$ cat config.mk
export PLATFORM = sky130hd
export DESIGN_NAME = exe_muldiv_ctrl
export DESIGN_NICKNAME = d
export VERILOG_FILES = /design/src/rtl/exe_muldiv_ctrl.sv
export SDC_FILE = /design/constraint.sdc
export NUM_CORES = 1
export LEC_CHECK = 0
export BUFFER_PORTS_ARGS = -buffer_cell sky130_fd_sc_hd__buf_4
export CORE_UTILIZATION = 55
export CTS_CLUSTER_SIZE = 20
export DETAILED_ROUTE_END_ITERATION = 10
export HOLD_SLACK_MARGIN = 0.05
export PLACE_DENSITY_LB_ADDON = 0.25
export SLEW_MARGIN = 20
export SYNTH_ARGS = -nofsm -noshare
export SYNTH_HDL_FRONTEND = slang
export SYNTH_SLANG_ARGS = --single-unit
$ cat constraint.sdc
create_clock -name clk_i -period 5.89 [get_ports clk_i]
set_input_delay 0.589 -clock clk_i [delete_from_list [all_inputs] [get_ports clk_i]]
set_output_delay 0.589 -clock clk_i [all_outputs]
set_load 0.01 [all_outputs]
$ cat src/rtl/exe_muldiv_ctrl.sv
// Sequencer for the RV32M multiply/divide unit: radix-2 shift-add multiply and restoring divide.
// Optional feature: define MULDIV_EARLY_OUT_EN to finish zero-operand ops without iterating.
//
// state | meaning
// ------+---------------------------------------------------------------
// IDLE  | waiting for start_i; accepts an op when kill_i is low
// CALC  | one shift/add or shift/subtract iteration per cycle, 32 cycles
// DONE  | registered result presented with a one-cycle done_o strobe

module exe_muldiv_ctrl #(
    parameter int XLEN   = 32,
    parameter int ITER_W = 6
) (
    input  logic            clk_i,
    input  logic            rst_i,
    input  logic            start_i,
    input  logic [2:0]      funct3_i,
    input  logic [XLEN-1:0] dat_a_i,
    input  logic [XLEN-1:0] dat_b_i,
    input  logic            kill_i,
    output logic            stall_o,
    output logic            done_o,
    output logic [XLEN-1:0] result_o
);

    typedef enum logic [1:0] {
        S_IDLE = 2'd0,
        S_CALC = 2'd1,
        S_DONE = 2'd2
    } state_t;

    localparam logic [XLEN-1:0]   MIN_NEG  = {1'b1, {(XLEN-1){1'b0}}};
    localparam logic [ITER_W-1:0] CNT_LAST = ITER_W'(XLEN-1);
    localparam logic [ITER_W-1:0] CNT_ONE  = ITER_W'(1);

    state_t              state_q, state_d;
    logic [ITER_W-1:0]   cnt_q, cnt_d;
    logic [2:0]          funct3_q, funct3_d;
    logic [XLEN-1:0]     op_q, op_d;
    logic [2*XLEN-1:0]   acc_q, acc_d;
    logic                neg_a_q, neg_a_d;
    logic                neg_b_q, neg_b_d;
    logic [XLEN-1:0]     result_q, result_d;
    logic                done_q, done_d;

    logic                is_div_in;
    logic                sgn_a_in;
    logic                sgn_b_in;
    logic                neg_a_in;
    logic                neg_b_in;
    logic [XLEN-1:0]     mag_a;
    logic [XLEN-1:0]     mag_b;
    logic                div_by_zero;
    logic                div_ovf;
    logic                early_zero;
    logic [XLEN-1:0]     spec_res;
    logic                accept;

    logic [XLEN:0]       mul_sum;
    logic [2*XLEN-1:0]   mul_nx;
    logic [XLEN:0]       rem_sh;
    logic                rem_ge;
    logic [XLEN-1:0]     rem_sub;
    logic [2*XLEN-1:0]   div_nx;
    logic [2*XLEN-1:0]   acc_nx;

    logic [2*XLEN-1:0]   prod_fix;
    logic [XLEN-1:0]     quo_fix;
    logic [XLEN-1:0]     rem_fix;
    logic [XLEN-1:0]     res_fix;

    // Operand decode at accept: signedness, magnitudes and the ops that skip CALC
    always_comb begin
        is_div_in   = funct3_i[2];
        sgn_a_in    = (funct3_i == 3'd1) || (funct3_i == 3'd2) ||
                      (funct3_i == 3'd4) || (funct3_i == 3'd6);
        sgn_b_in    = (funct3_i == 3'd1) || (funct3_i == 3'd4) || (funct3_i == 3'd6);
        neg_a_in    = sgn_a_in && dat_a_i[XLEN-1];
        neg_b_in    = sgn_b_in && dat_b_i[XLEN-1];
        mag_a       = neg_a_in ? -dat_a_i : dat_a_i;
        mag_b       = neg_b_in ? -dat_b_i : dat_b_i;
        div_by_zero = is_div_in && (dat_b_i == '0);
        div_ovf     = ((funct3_i == 3'd4) || (funct3_i == 3'd6)) &&
                      (dat_a_i == MIN_NEG) && (dat_b_i == '1);
`ifdef MULDIV_EARLY_OUT_EN
        early_zero  = is_div_in ? ((dat_a_i == '0) && (dat_b_i != '0))
                                : ((dat_a_i == '0) || (dat_b_i == '0));
`else
        early_zero  = 1'b0;
`endif
        spec_res = '0;
        if (div_by_zero) begin
            spec_res = funct3_i[1] ? dat_a_i : '1;
        end else if (div_ovf) begin
            spec_res = funct3_i[1] ? '0 : MIN_NEG;
        end
        accept = (state_q == S_IDLE) && start_i && !kill_i;
    end

    // One iteration: multiply keeps {hi, multiplier}, divide keeps {remainder, dividend/quotient}
    always_comb begin
        mul_sum = {1'b0, acc_q[2*XLEN-1:XLEN]} + {1'b0, op_q};
        mul_nx  = acc_q[0] ? {mul_sum, acc_q[XLEN-1:1]} : {1'b0, acc_q[2*XLEN-1:1]};

        rem_sh  = {acc_q[2*XLEN-1:XLEN], acc_q[XLEN-1]};
        rem_ge  = rem_sh >= {1'b0, op_q};
        rem_sub = rem_sh[XLEN-1:0] - op_q;
        div_nx  = rem_ge ? {rem_sub, acc_q[XLEN-2:0], 1'b1}
                         : {rem_sh[XLEN-1:0], acc_q[XLEN-2:0], 1'b0};

        acc_nx  = funct3_q[2] ? div_nx : mul_nx;
    end

    // Sign correction on the final iteration so result_q is ready in DONE
    always_comb begin
        prod_fix = (neg_a_q ^ neg_b_q) ? -acc_nx : acc_nx;
        quo_fix  = (neg_a_q ^ neg_b_q) ? -acc_nx[XLEN-1:0] : acc_nx[XLEN-1:0];
        rem_fix  = neg_a_q ? -acc_nx[2*XLEN-1:XLEN] : acc_nx[2*XLEN-1:XLEN];
        case (funct3_q)
            3'd0:    res_fix = prod_fix[XLEN-1:0];
            3'd1,
            3'd2,
            3'd3:    res_fix = prod_fix[2*XLEN-1:XLEN];
            3'd4,
            3'd5:    res_fix = quo_fix;
            default: res_fix = rem_fix;
        endcase
    end

    always_comb begin
        state_d  = state_q;
        cnt_d    = cnt_q;
        funct3_d = funct3_q;
        op_d     = op_q;
        acc_d    = acc_q;
        neg_a_d  = neg_a_q;
        neg_b_d  = neg_b_q;
        result_d = result_q;
        done_d   = 1'b0;

        case (state_q)
            S_IDLE: begin
                if (accept) begin
                    funct3_d = funct3_i;
                    neg_a_d  = neg_a_in;
                    neg_b_d  = neg_b_in;
                    cnt_d    = '0;
                    if (div_by_zero || div_ovf || early_zero) begin
                        result_d = spec_res;
                        done_d   = 1'b1;
                        state_d  = S_DONE;
                    end else begin
                        acc_d   = {{XLEN{1'b0}}, is_div_in ? mag_a : mag_b};
                        op_d    = is_div_in ? mag_b : mag_a;
                        state_d = S_CALC;
                    end
                end
            end
            S_CALC: begin
                acc_d = acc_nx;
                cnt_d = cnt_q + CNT_ONE;
                if (cnt_q == CNT_LAST) begin
                    result_d = res_fix;
                    done_d   = 1'b1;
                    state_d  = S_DONE;
                end
            end
            default: begin
                state_d = S_IDLE;
            end
        endcase

        if (kill_i) begin
            state_d  = S_IDLE;
            done_d   = 1'b0;
            result_d = result_q;
        end
    end

    always_ff @(posedge clk_i) begin
        if (!rst_i) begin
            state_q  <= S_IDLE;
            cnt_q    <= '0;
            funct3_q <= '0;
            op_q     <= '0;
            acc_q    <= '0;
            neg_a_q  <= 1'b0;
            neg_b_q  <= 1'b0;
            result_q <= '0;
            done_q   <= 1'b0;
        end else begin
            state_q  <= state_d;
            cnt_q    <= cnt_d;
            funct3_q <= funct3_d;
            op_q     <= op_d;
            acc_q    <= acc_d;
            neg_a_q  <= neg_a_d;
            neg_b_q  <= neg_b_d;
            result_q <= result_d;
            done_q   <= done_d;
        end
    end

    // stall_o drops in DONE so the pipeline consumes result_o that cycle
    assign stall_o  = accept || (state_q == S_CALC);
    assign done_o   = done_q && !kill_i;
    assign result_o = result_q;

endmodule
# Yosys cells after proc, flatten, opt, wreduce, memory -nomap -nowiden
# Index checks and enable logic that the tools add are counted.
# word_totals
register_bits	142
in_bits	71
output_inout_bits	34
elab_cells	101
# classes
add_sub_neg	8
n_lt_le_gt_ge	1
n_eq_ne	17
mux	32
n_bitwise	4
n_reduce_logical	30
# op_table
op	n
$mux 32	13
$mux 64	6
$neg 32->32	4
$pmux 64 s2	1
$pmux 32 s3	1
$eq 32x32->1 const B	2
$neg 64->64	1
$pmux 32 s2	1
$add 32x32->33	1
$ge 33x32->1	1
$logic_not 32->1	1
$sub 32x32->32	1
$eq 3x3->1 const B	4
$pmux 6 s2	1
$eq 3x2->1 const B	3
$logic_and 1x1->1	8
$logic_or 1x1->1	8
$add 6x1->6 const B	1
$eq 3x1->1 const B	2
$eq 6x5->1 const B	1
$mux 2	3
$mux 6	1
$ne 2x2->1 const B	3
$reduce_and 2->1	3
15 further kinds	21

# Longest topological paths before layout
# logic_depth
depth_word	10
depth_mapped	26
ltp_nobuf	22

# Least setup slack after synthesis
# No wires, ideal clock.
# synth_path
kind	reg-to-reg
from	register op_q[27]
to	register result_q[26] (netlist: result_o[26])
setup_time_ps	88
arrival_time_ps	5388
t_required_ps	5802
slack_ps	414
stages_incl_launch_ff	25
path_buffers	4
period_less_slack_ps	5476
cell_sequence	dfxtp_1 inv_1 ha_1 clkbuf_1 nand3_1 or3_1 or4_4 nand3b_1 nor2_1 buf_2 clkbuf_1 clkbuf_1 nand2_1 a31oi_1 inv_1 ha_1 nand2_1 a211oi_1 a211oi_1 or4_4 nand3b_4 or4_4 or3_1 o31a_1 a311oi_2
# synth_between
elab_chain_len	8
word_cells_on_any_way	14
classes_between	add/sub (4); order compare (1); mux (9)
# synth_lines
item	line	text
start, declared	39	logic [XLEN-1:0] op_q, op_d;
start signal, assigned	195	op_q <= op_d;
$add 32x32->33 / $ge 33x32->1 (equally long branches)	102, 106	
$mux 64, on equally long branches	103, 108	
$mux 64 (*)	111	acc_nx = funct3_q[2] ? div_nx : mul_nx;
$neg 64->64, or another cell as far along	116	prod_fix = (neg_a_q ^ neg_b_q) ? -acc_nx : acc_nx;
$mux 64, or another cell as far along	116	
$pmux 32 s3 (*)	119	case (funct3_q)
$mux 32 (*)	162	if (cnt_q == CNT_LAST) begin
$pmux 32 s2 (*)	141	case (state_q)
end signal, assigned	199	result_q <= result_d;
end, declared	43	logic [XLEN-1:0] result_q, result_d;
# Every way passes the cells marked *; elsewhere a longest branch is shown, timed or not. The select of a mux whose other input is x is not followed.
# A chain may end at the register's enable or synchronous reset.

# Final worst setup path
# layout_path
from	register op_q[29]
to	register result_q[26] (netlist: result_o[26])
# layout_between
elab_chain_len	8
word_cells_on_any_way	12
classes_between	add/sub (3); order compare (1); mux (8)
# layout_lines
item	line	text
$ge 33x32->1 (*)	106	rem_ge = rem_sh >= {1'b0, op_q};
$mux 64 (*)	108	div_nx = rem_ge ? {rem_sub, acc_q[XLEN-2:0], 1'b1}
$mux 64 (*)	111	
$neg 64->64, or another cell as far along	116	
$mux 64, or another cell as far along	116	
$pmux 32 s3 (*)	119	
$mux 32 (*)	162	
$pmux 32 s2 (*)	141	
# Marked as above.

==> reports/results.txt <==
Status: complete, no violations
CP cell instances: inv_1 -> ha_1 -> nand4b_1 -> or3_1 -> or4_4 -> nand3b_1 -> nor2_2 -> nand2_1 -> o21ai_0 -> mux2i_1 -> ha_1 -> nand2_1 -> a211oi_1 -> a211oi_1 -> or4_4 -> nand3b_4 -> or4_4 -> or3_1 -> o31a_1 -> a311oi_2
Final Slew Violations: 0
Synthesized area per cell: 6.74 sq um
Xor-xnor portion of the synthesized cell area: 8.09%
Most common cell in the netlist: nand2_1
Final setup fails: 0
Final Critical Period: 5.55 ns
Nets@finish: 2488
CTS Hold Bufs: 0
Multi-input gate area: 11900 sq um
Critical path launch point: op_q[29]
Mux cell area share after synthesis: 3.13%
Worst setup path class: reg -> reg
Vias in the first global route: 17500
Initial DRC count: 2826
FMAX: 180 MHz
Global-route wire length before repair: 105000 um
Core ar.: 27900 sq um
Critical path's slowest cell: or4_4
Cell area power density: 208 nW/um^2
Synth top cells by count: 275 x nand2_1, 266 x a21oi_1, 241 x nor2_1
FF-to-FF Start: op_q[29]
FF+latch count, synth: 142
Fraction of registers with async set or reset after synthesis: 0%
Reg clk slew, reported paths: 0.06 ns
Synthesized Nets: 2458
Num CTS Buffers: 17
CP Buf/Inv Count: 1
Vias per Instance: 6.99
Hold crit path type: in -> reg
Detail Route Antenna Nets: 0
Crit-path leading delay family: simple AND/OR/NAND/NOR gates
Final instance area: 17400 sq um
CTS HTree Levels: 4
Critical Path End Type: register
Synth area leaders: dfxtp_1 18%, a21oi_1 8.5%, nand2_1 6.6%, o21ai_0 6.3%, nor2_1 5.8%
Clock tree root driver cell: clkbuf_16
Routed vias: 19100
Total routed wirelength: 69900 um
Share of layout cells above drive strength 1: 10.2%
Adder and majority gate portion of the synthesized area: 5.87%
RD Place Congestion: 1.08
Peak supply drop: 212 uV
YS warnings: 0
Worst-path fanout max: 12
Grt total ovfl: 0
Largest net degree at the start of global routing: 86
Synth Area in Compound Gates: 33.1%
WL/cell: 25.5 um
Final Skew: 0.0132 ns
Ys flop type: dfxtp_1
CTS sink cnt: 142
Die area: 29000 sq um
EDFF count, synth: 0
Setup TNS Final: 0 ns
Initial antenna violation count: 4
Cell mode on critical path: or4_4
Hold Crit Start: kill_i
Placed instance area: 16700 sq um
Gr usage total: 48.0%
Post-synthesis cell count: 2315
Post-DP HPWL: 53400 um
Max_cap viols: 0
Setup bufs post-CTS: 0
IO buf count: 104
Main combinational cell family by area after synthesis: compound AO/OA/AOI/OAI gates
Post_cts resized: 0
Slowest cell delay on critical path: 0.55 ns
Row Count: 61
TritonCTS clock tree: built
Worst EP required: 6.23 ns
Mapped Area: 15600 sq um
Die Span Y: 170 um
Register area share after synthesis: 18.2%
Io pins: 105
Worst slew margin: 22.3%
Synth cell types: 88
Most area-hungry cell type in the Yosys netlist: dfxtp_1
Die W: 170 um
Critical path arrival: 5.90 ns
Worst slew pin tran: 1.16 ns
Fill count: 2598
Reg area: 2850 sq um
CTS max path bufs: 2
Drt pass-1 iters: 8
Synth Area in Simple Gates: 25.8%
Unrepaired setup endpoints after global routing: no
Fin crit share: 94.3%
Starting Density: 56.0%
Crit path launch type: register
Top-area cell type share of the netlist area: 18.2%
Clk_lat worst skew: 0.45 ns
Static Leak: 0.00673 uW
Layout area overhead: 11.6%
Drt drc: 0
Final Hold Fails: 0
[area by class of cell]
| type | instances | share of cell area, % |
|---|---|---|
| Multi-Input combinational cell | 1943 | 68.3 |
| Sequential cell | 142 | 16.4 |
| Timing Repair Buffer | 165 | 7.19 |
| Tap cell | 378 | 2.72 |
| Clock buffer | 19 | 2.54 |
| Inverter | 76 | 1.65 |
| Clock inverter | 13 | 1.21 |
| Antenna cell | 1 | 0.0144 |
[layer usage]
metal	wire (um)	vias to the layer above	track usage [%]
met2	29900	1274	73.7
met4	6300	6	38.8
met5	33	-	0
met3	7870	312	12.0
met1	25800	8961	56.8
li1	-	8592	-
[final timing paths]
path                            slack [ns]  cells past startpoint            to
worst max-delay path                  0.34                     20  result_o[26]
worst min-delay path                  0.38                      2    state_q[0]
worst max register to register        0.34                     20  result_o[26]
worst min register to register        0.47                      1      cnt_q[3]
[through the flow]
stage	instances	worst slack (ns)	total power, uW	util (%)	hold WS [ns]
floorplan	2315	0.414	1870	-	0.436
global placement	2704	0.596	2310	60.1	0.446
detailed placement	2704	0.497	2320	60.1	0.456
CTS	2736	0.434	3550	62.5	0.362
global route	2736	0.0713	3730	62.5	0.377
finish	2737	0.336	3610	62.5	0.376
[registers in the layout, summed over array words and instances (netlist names)]
name,count
result_o,32
done_q,1
cnt_q,6
state_q,2
acc_q,64
op_q,32
neg_a_q,1
funct3_q,3
neg_b_q,1
[report_power, final]
part	internal, uW	total (uW)	switching [uW]
registers	991	1030	40.9
logic	425	1330	904
clock network	767	1250	484
[cells by family after synthesis]
logic type,count (synthesis)
buffers and inverters,230
xor gates and xnor gates,144
adders and majority gates,72
and+or+nand+nor,850
DFF,142
AOI/OAI and AO/OA,829
muxes,48
[cell usage in the layout, fill, tap and decap left out, types with 19 or more instances in the layout]
cell type,n
a211oi_1,41
a31oi_1,53
nor3_1,58
dfxtp_1,141
nor2_1,239
o211ai_1,46
o22ai_1,25
a221oi_1,19
ha_1,70
buf_4,164
a21o_1,27
o21ai_0,195
nand4_1,32
or3_1,31
and3_1,23
o31ai_1,21
inv_1,71
nand3_1,64
xnor2_1,76
xor2_1,68
nor4_1,19
nand2_1,274
a21oi_1,265
mux2i_1,42
Note: power is estimated with default switching activity, not from simulation.
